===== src/rtl/digclock_pkg.sv =====
// ============================================================================
//  digclock_pkg
//  Seven-segment glyph constants and display page state encoding.
//  Rev 1.0
// ============================================================================
`default_nettype none

package digclock_pkg;

   localparam logic [6:0] C_SEG_0     = 7'h40;
   localparam logic [6:0] C_SEG_1     = 7'h79;
   localparam logic [6:0] C_SEG_2     = 7'h24;
   localparam logic [6:0] C_SEG_3     = 7'h30;
   localparam logic [6:0] C_SEG_4     = 7'h19;
   localparam logic [6:0] C_SEG_5     = 7'h12;
   localparam logic [6:0] C_SEG_6     = 7'h02;
   localparam logic [6:0] C_SEG_7     = 7'h78;
   localparam logic [6:0] C_SEG_8     = 7'h00;
   localparam logic [6:0] C_SEG_9     = 7'h10;
   localparam logic [6:0] C_SEG_BLANK = 7'h7F;

   typedef enum logic [0:0] {
      SHOW_TIME = 1'b0,
      SHOW_DATE = 1'b1
   } page_state_t;

endpackage

`default_nettype wire


===== src/rtl/bcd_to_seg7.sv =====
// ============================================================================
//  bcd_to_seg7
//  Combinational BCD nibble to active-low seven-segment decoder.
//  Rev 1.0
// ============================================================================
`default_nettype none

module bcd_to_seg7
   import digclock_pkg::*;
(
   input  logic [3:0] bcd,
   output logic [6:0] seg
);

   always_comb begin
      case (bcd)
         4'd0:    seg = C_SEG_0;
         4'd1:    seg = C_SEG_1;
         4'd2:    seg = C_SEG_2;
         4'd3:    seg = C_SEG_3;
         4'd4:    seg = C_SEG_4;
         4'd5:    seg = C_SEG_5;
         4'd6:    seg = C_SEG_6;
         4'd7:    seg = C_SEG_7;
         4'd8:    seg = C_SEG_8;
         4'd9:    seg = C_SEG_9;
         default: seg = C_SEG_BLANK;
      endcase
   end

endmodule

`default_nettype wire


===== src/rtl/hex_pager.sv =====
// ============================================================================
//  hex_pager
//  Time/date page selection, edit-mode digit blinking and 8-digit HEX drive.
//  Rev 1.0
// ============================================================================
`default_nettype none

module hex_pager
   import digclock_pkg::*;
#(
   parameter int BLINK_DIV     = 12_500_000,
   parameter int TIMEOUT_TICKS = 40
) (
   input  logic       CLOCK_50,
   input  logic       reset,
   input  logic       adjust,
   input  logic [3:0] select,
   input  logic       page_key,
   input  logic [7:0] millisecond,
   input  logic [6:0] second,
   input  logic [6:0] minute,
   input  logic [5:0] hour,
   input  logic [5:0] day,
   input  logic [4:0] month,
   input  logic [7:0] year_l,
   input  logic [7:0] year_h,
   output logic [6:0] HEX0,
   output logic [6:0] HEX1,
   output logic [6:0] HEX2,
   output logic [6:0] HEX3,
   output logic [6:0] HEX4,
   output logic [6:0] HEX5,
   output logic [6:0] HEX6,
   output logic [6:0] HEX7,
   output logic       page
);

   localparam int PW = (BLINK_DIV > 1) ? $clog2(BLINK_DIV) : 1;
   localparam int TW = (TIMEOUT_TICKS > 1) ? $clog2(TIMEOUT_TICKS) : 1;
   localparam logic [PW-1:0] C_PRESC_LAST = PW'(BLINK_DIV - 1);
   localparam logic [TW-1:0] C_TMO_LAST   = TW'(TIMEOUT_TICKS - 1);

   page_state_t   r_state, w_state_nxt;
   logic [PW-1:0] r_presc, w_presc_nxt;
   logic [TW-1:0] r_tmo, w_tmo_nxt;
   logic          r_blink_on, w_blink_nxt;
   logic          r_key_prev, r_adjust_prev;
   logic [3:0]    r_select_prev;
   logic          r_page, w_page_nxt;
   logic [6:0]    r_hex [8];
   logic [3:0]    w_nib [8];
   logic [6:0]    w_seg [8];
   logic [7:0]    w_blank;
   logic          w_tick, w_key_edge, w_sel_change;

   assign w_tick       = (r_presc == C_PRESC_LAST);
   assign w_key_edge   = page_key & ~r_key_prev;
   assign w_sel_change = ~adjust & (select != r_select_prev);

   // Outputs are registered from next-state values so every input reaches
   // the display in exactly one clock.
   always_comb begin
      w_presc_nxt = r_presc + 1'b1;
      w_blink_nxt = r_blink_on;
      w_state_nxt = r_state;
      w_tmo_nxt   = r_tmo;
      if (w_sel_change) begin
         w_presc_nxt = '0;
         w_blink_nxt = 1'b1;
      end else if (w_tick) begin
         w_presc_nxt = '0;
         w_blink_nxt = ~r_blink_on;
      end
      if (!adjust) begin
         w_tmo_nxt = '0;
      end else if (!r_adjust_prev) begin
         w_state_nxt = SHOW_TIME;
         w_tmo_nxt   = '0;
      end else if (r_state == SHOW_DATE) begin
         if (w_tick && (r_tmo == C_TMO_LAST)) begin
            w_state_nxt = SHOW_TIME;
            w_tmo_nxt   = '0;
         end else begin
            if (w_tick) w_tmo_nxt = r_tmo + 1'b1;
            if (w_key_edge) w_state_nxt = SHOW_TIME;
         end
      end else if (w_key_edge) begin
         w_state_nxt = SHOW_DATE;
         w_tmo_nxt   = '0;
      end
      w_page_nxt = adjust ? (w_state_nxt == SHOW_DATE) : select[3];
   end

   always_comb begin
      if (w_page_nxt) begin
         w_nib[7] = year_h[7:4];
         w_nib[6] = year_h[3:0];
         w_nib[5] = year_l[7:4];
         w_nib[4] = year_l[3:0];
         w_nib[3] = {3'b000, month[4]};
         w_nib[2] = month[3:0];
         w_nib[1] = {2'b00, day[5:4]};
         w_nib[0] = day[3:0];
      end else begin
         w_nib[7] = {2'b00, hour[5:4]};
         w_nib[6] = hour[3:0];
         w_nib[5] = {1'b0, minute[6:4]};
         w_nib[4] = minute[3:0];
         w_nib[3] = {1'b0, second[6:4]};
         w_nib[2] = second[3:0];
         w_nib[1] = millisecond[7:4];
         w_nib[0] = millisecond[3:0];
      end
   end

   for (genvar i = 0; i < 8; i++) begin : g_digit
      localparam logic [2:0] C_IDX = 3'(i);
      bcd_to_seg7 u_dec (
         .bcd (w_nib[i]),
         .seg (w_seg[i])
      );
      assign w_blank[i] = ~adjust & ~w_blink_nxt & (select[2:0] == C_IDX);
   end

   always_ff @(posedge CLOCK_50) begin
      if (reset) begin
         r_state       <= SHOW_TIME;
         r_presc       <= '0;
         r_blink_on    <= 1'b1;
         r_tmo         <= '0;
         r_key_prev    <= 1'b0;
         r_adjust_prev <= 1'b0;
         r_select_prev <= 4'd0;
         r_page        <= 1'b0;
         for (int i = 0; i < 8; i++) r_hex[i] <= C_SEG_BLANK;
      end else begin
         r_state       <= w_state_nxt;
         r_presc       <= w_presc_nxt;
         r_blink_on    <= w_blink_nxt;
         r_tmo         <= w_tmo_nxt;
         r_key_prev    <= page_key;
         r_adjust_prev <= adjust;
         r_select_prev <= select;
         r_page        <= w_page_nxt;
         for (int i = 0; i < 8; i++) r_hex[i] <= w_blank[i] ? C_SEG_BLANK : w_seg[i];
      end
   end

   assign HEX0 = r_hex[0];
   assign HEX1 = r_hex[1];
   assign HEX2 = r_hex[2];
   assign HEX3 = r_hex[3];
   assign HEX4 = r_hex[4];
   assign HEX5 = r_hex[5];
   assign HEX6 = r_hex[6];
   assign HEX7 = r_hex[7];
   assign page = r_page;

endmodule

`default_nettype wire

===== config.mk =====
export PLATFORM = sky130hd
export DESIGN_NAME = hex_pager
export DESIGN_NICKNAME = d
export VERILOG_FILES = /design/src/rtl/digclock_pkg.sv /design/src/rtl/bcd_to_seg7.sv /design/src/rtl/hex_pager.sv
export SDC_FILE = /design/constraint.sdc
export NUM_CORES = 1
export LEC_CHECK = 0
export CAP_MARGIN = 0
export CORE_ASPECT_RATIO = 0.7
export CORE_MARGIN = 4
export CORE_UTILIZATION = 48
export CTS_BUF_LIST = sky130_fd_sc_hd__clkbuf_4 sky130_fd_sc_hd__clkbuf_8
export CTS_CLUSTER_SIZE = 8
export DETAILED_ROUTE_END_ITERATION = 12
export PLACE_DENSITY_LB_ADDON = 0.3
export SETUP_SLACK_MARGIN = 0.02
export SYNTH_ARGS = -nofsm -noshare
export SYNTH_HDL_FRONTEND = slang
export SYNTH_SLANG_ARGS = --single-unit

===== constraint.sdc =====
create_clock -name CLOCK_50 -period 3.29 [get_ports CLOCK_50]
set_input_delay 0.4935 -clock CLOCK_50 [delete_from_list [all_inputs] [get_ports CLOCK_50]]
set_output_delay 0.4935 -clock CLOCK_50 [all_outputs]
set_load 0.01 [all_outputs]

==> results.cfg <==
[placement]
gp_congestion = 0.9276
dpl.cell_count = 921
portBuffers = 119
post-dp-hpwl_um = 11150

[finish]
finalNonFillerCells = 937
nets = 851
antenna_cells = 0
drive_gt1_share_pct = 6.378
layout-area-overhead-vs-synth_pct = 26.75

[grt]
grt_first_pass_wirelength_um = 24850
grt_pass1_vias = 5176
gr-total-overflow = 0
antenna_found_initial = 0
gr-usage-all-layers_pct = 22.68
grt_max_degree = 53

[clock_tree]
clk_pin_slew_ps = 90
cts_setup_buffers = 0
cts.htree.levels = 3
clock_sinks = 95
cts_tree = yes
cts_buffers = 9
root_buffer = clkbuf_8
max-clock-path-buffers = 2
clk-insertion-delay-late_ps = 370

[drt]
firstDrtPassIters = 5
vias_per_cell = 5.810
drt_iter0_drc = 398
final_antenna_net_count = 0
wire_per_inst_um = 16.21
postRouteWirelength_um = 15190
dr_total_vias = 5444
route.detailed.drc = 0

[floorplan]
initial_utilization_pct = 49.59
die_w_um = 135.9
coreArea_um2 = 11090
num_io_pins = 120
dieArea_um2 = 13260
fp.dieH_um = 97.56
rows = 32

[sta]
period_needed_ps = 3164
rsz0062_at_grt = yes
setup_tns_ps = 0
clock_skew_ps = 5.357
clock.fmax_ghz = 0.3160
setup_viol = 0
fin_crit_sh_pct = 96.17
finalHoldViolCount = 0
final_max_slew_viol_count = 0
relSlewSlack_pct = 47.36
worst_pin_slew_ps = 779.3

[synthesis]
async_reset_ff_share_pct = 0
syn-cell-area_um2 = 5500
yosysWarnings = 0
synth_top_area_cell = dfxtp_1
seq_area_frac_synth_pct = 34.58
yosysUniqueCellTypes = 62
ys.flop_type = dfxtp_1
yosys.cell_count.top_type = dfxtp_1
netlist_instances = 689
yosysTopAreaCellShare_pct = 34.58
synth-edff-count = 0
syn-num-nets = 761
yosys_register_bits = 95
yosys-top-cells-count = 95 x dfxtp_1, 78 x nor2_1, 61 x nand2_1
synth.avg_cell_area_um2 = 7.983
ys_top_cells_by_area = dfxtp_1 35%, nor2_1 5.3%, nand2_1 4.2%

[critical_path]
rr_worst_depth = 9
path_delay_family = simple AND/OR/NAND/NOR gates
cp-end-kind = flop
ff2ff_setup_slack_ps = 130
regToRegEndpoint = r_hex[0][52]
cp.arrival_ps = 3470
critPathLaunchType = flop
cp_num_buf_inv = 1
cpPeakStageDelay_ps = 540
path_class = reg -> reg
cp_max_fo = 6
crit_required_ps = 3590
cp_num_cells = 9
path_cells = or4b_1, or4_4, nor2_4, o21ba_2, mux2i_1, inv_1, ha_1, or4_1, o211ai_1
crit_slowest_cell = or4b_1
worstReg2RegStart = r_presc[9]

[hold_path]
hold_depth = 1
hp-start = r_presc[0]
min_path_type = reg -> reg
worstHoldEndpoint = r_presc[0]

[pwr]
power_density_nw_per_um2 = 384.6
p_leak_nw = 2.594
ir_drop_mv = 0.2249

[job]
maxCapViolCount = 0

[status]
status = finished clean
layout make-up:
type / count / area (um^2)
Timing Repair Buffer: 135 / 1324
Inverter: 35 / 131.4
Clock inverter: 5 / 56.30
Tap cell: 153 / 191.4
Multi-Input combinational cell: 503 / 3216
Clock buffer: 11 / 151.4
Sequential cell: 95 / 1902
Fill cell: 964 / 4119
report_power, final:
| group | switching [mW] | leakage (nW) | internal, mW |
|---|---|---|---|
| sequential | 0.0238 | 0.784 | 1.22 |
| clock | 0.412 | 0.105 | 0.391 |
| combinational | 0.330 | 1.70 | 0.309 |
per-stage QoR:
step	setup WS [ps]	hold WS, ps	instance area [um^2]	total power, mW	util, %
2_1_floorplan	228.6	430.3	5500	1.607	-
3_3_place_gp	293.0	447.1	6756	1.882	60.92
3_5_place_dp	174.1	465.8	6756	1.896	60.92
4_1_cts	129.8	485.7	6964	2.706	62.79
5_1_grt	18.57	502.0	6972	2.823	62.86
6_report	125.8	478.6	6972	2.682	62.86
flip-flops by register name (all words and copies together) (netlist names):
signal	flops
r_presc	24
r_state	1
r_adjust_prev	1
r_hex	56
r_key_prev	1
page	1
r_select_prev	4
r_tmo	6
r_blink_on	1
logic make-up after synthesis:
logic type | after synthesis | share of synthesized area (%)
AOI/OAI and AO/OA | 170 | 21.95
and+or+nand+nor | 265 | 24.20
xor gates and xnor gates | 40 | 6.369
DFF | 95 | 34.58
adders and majority gates | 10 | 2.229
buffers and inverters | 91 | 7.348
muxes | 18 | 3.321
layer usage:
layer / global-route usage [%] / wire, um / up-vias
li1: - / - / 2656
met1: 31.09 / 6806 / 2536
met2: 34.82 / 6868 / 230
met3: 5.849 / 1301 / 22
met4: 7.204 / 213 / 0
met5: 0 / 0 / -
worst reg2reg max path: cells and delay by family, from the launching register on:
| family | cells | cell delay [ps] |
|---|---|---|
| fa+ha+maj | 1 | 300 |
| mux | 1 | 320 |
| simple gates | 4 | 1700 |
| buf+inv | 1 | 110 |
| flops | 1 | 380 |
| compound gates | 2 | 300 |
layout by cell type (no fill, tap or decap), types with 9 or more instances in the layout:
| cell type | netlist | layout |
|---|---|---|
| clkbuf_8 | 0 | 11 |
| xor2_1 | 24 | 24 |
| nor2_1 | 78 | 78 |
| clkdlybuf4s50_1 | 0 | 119 |
| ha_1 | 9 | 9 |
| a21oi_1 | 39 | 39 |
| nor2b_1 | 19 | 19 |
| a311oi_1 | 9 | 9 |
| o211ai_1 | 12 | 12 |
| buf_4 | 7 | 15 |
| o21ai_0 | 39 | 39 |
| xnor2_1 | 16 | 16 |
| and3_1 | 9 | 9 |
| nor3_1 | 14 | 14 |
| nand4_1 | 12 | 12 |
| inv_1 | 35 | 35 |
| or3_1 | 11 | 11 |
| nand3_1 | 23 | 23 |
| mux2i_1 | 16 | 16 |
| dfxtp_1 | 95 | 95 |
| nand2_1 | 61 | 61 |
worst max path at each step:
stage,end,from,slack [ps]
after CTS,r_hex[0][52],r_presc[9],130
after global placement,r_hex[0][8],page_key,290
after detailed placement,r_hex[0][8],r_presc[9],170
final,r_hex[0][52],r_presc[9],130
after global routing,r_hex[0][8],r_presc[9],20
after floorplan,r_hex[0][52],r_presc[4],230
timing repair:
action | CTS | global route
resized for setup | 0 | 1
hold buffers | 0 | 0
setup endpoints to repair | 0 | 2
No activity file was read; power rests on OpenSTA's default activity.
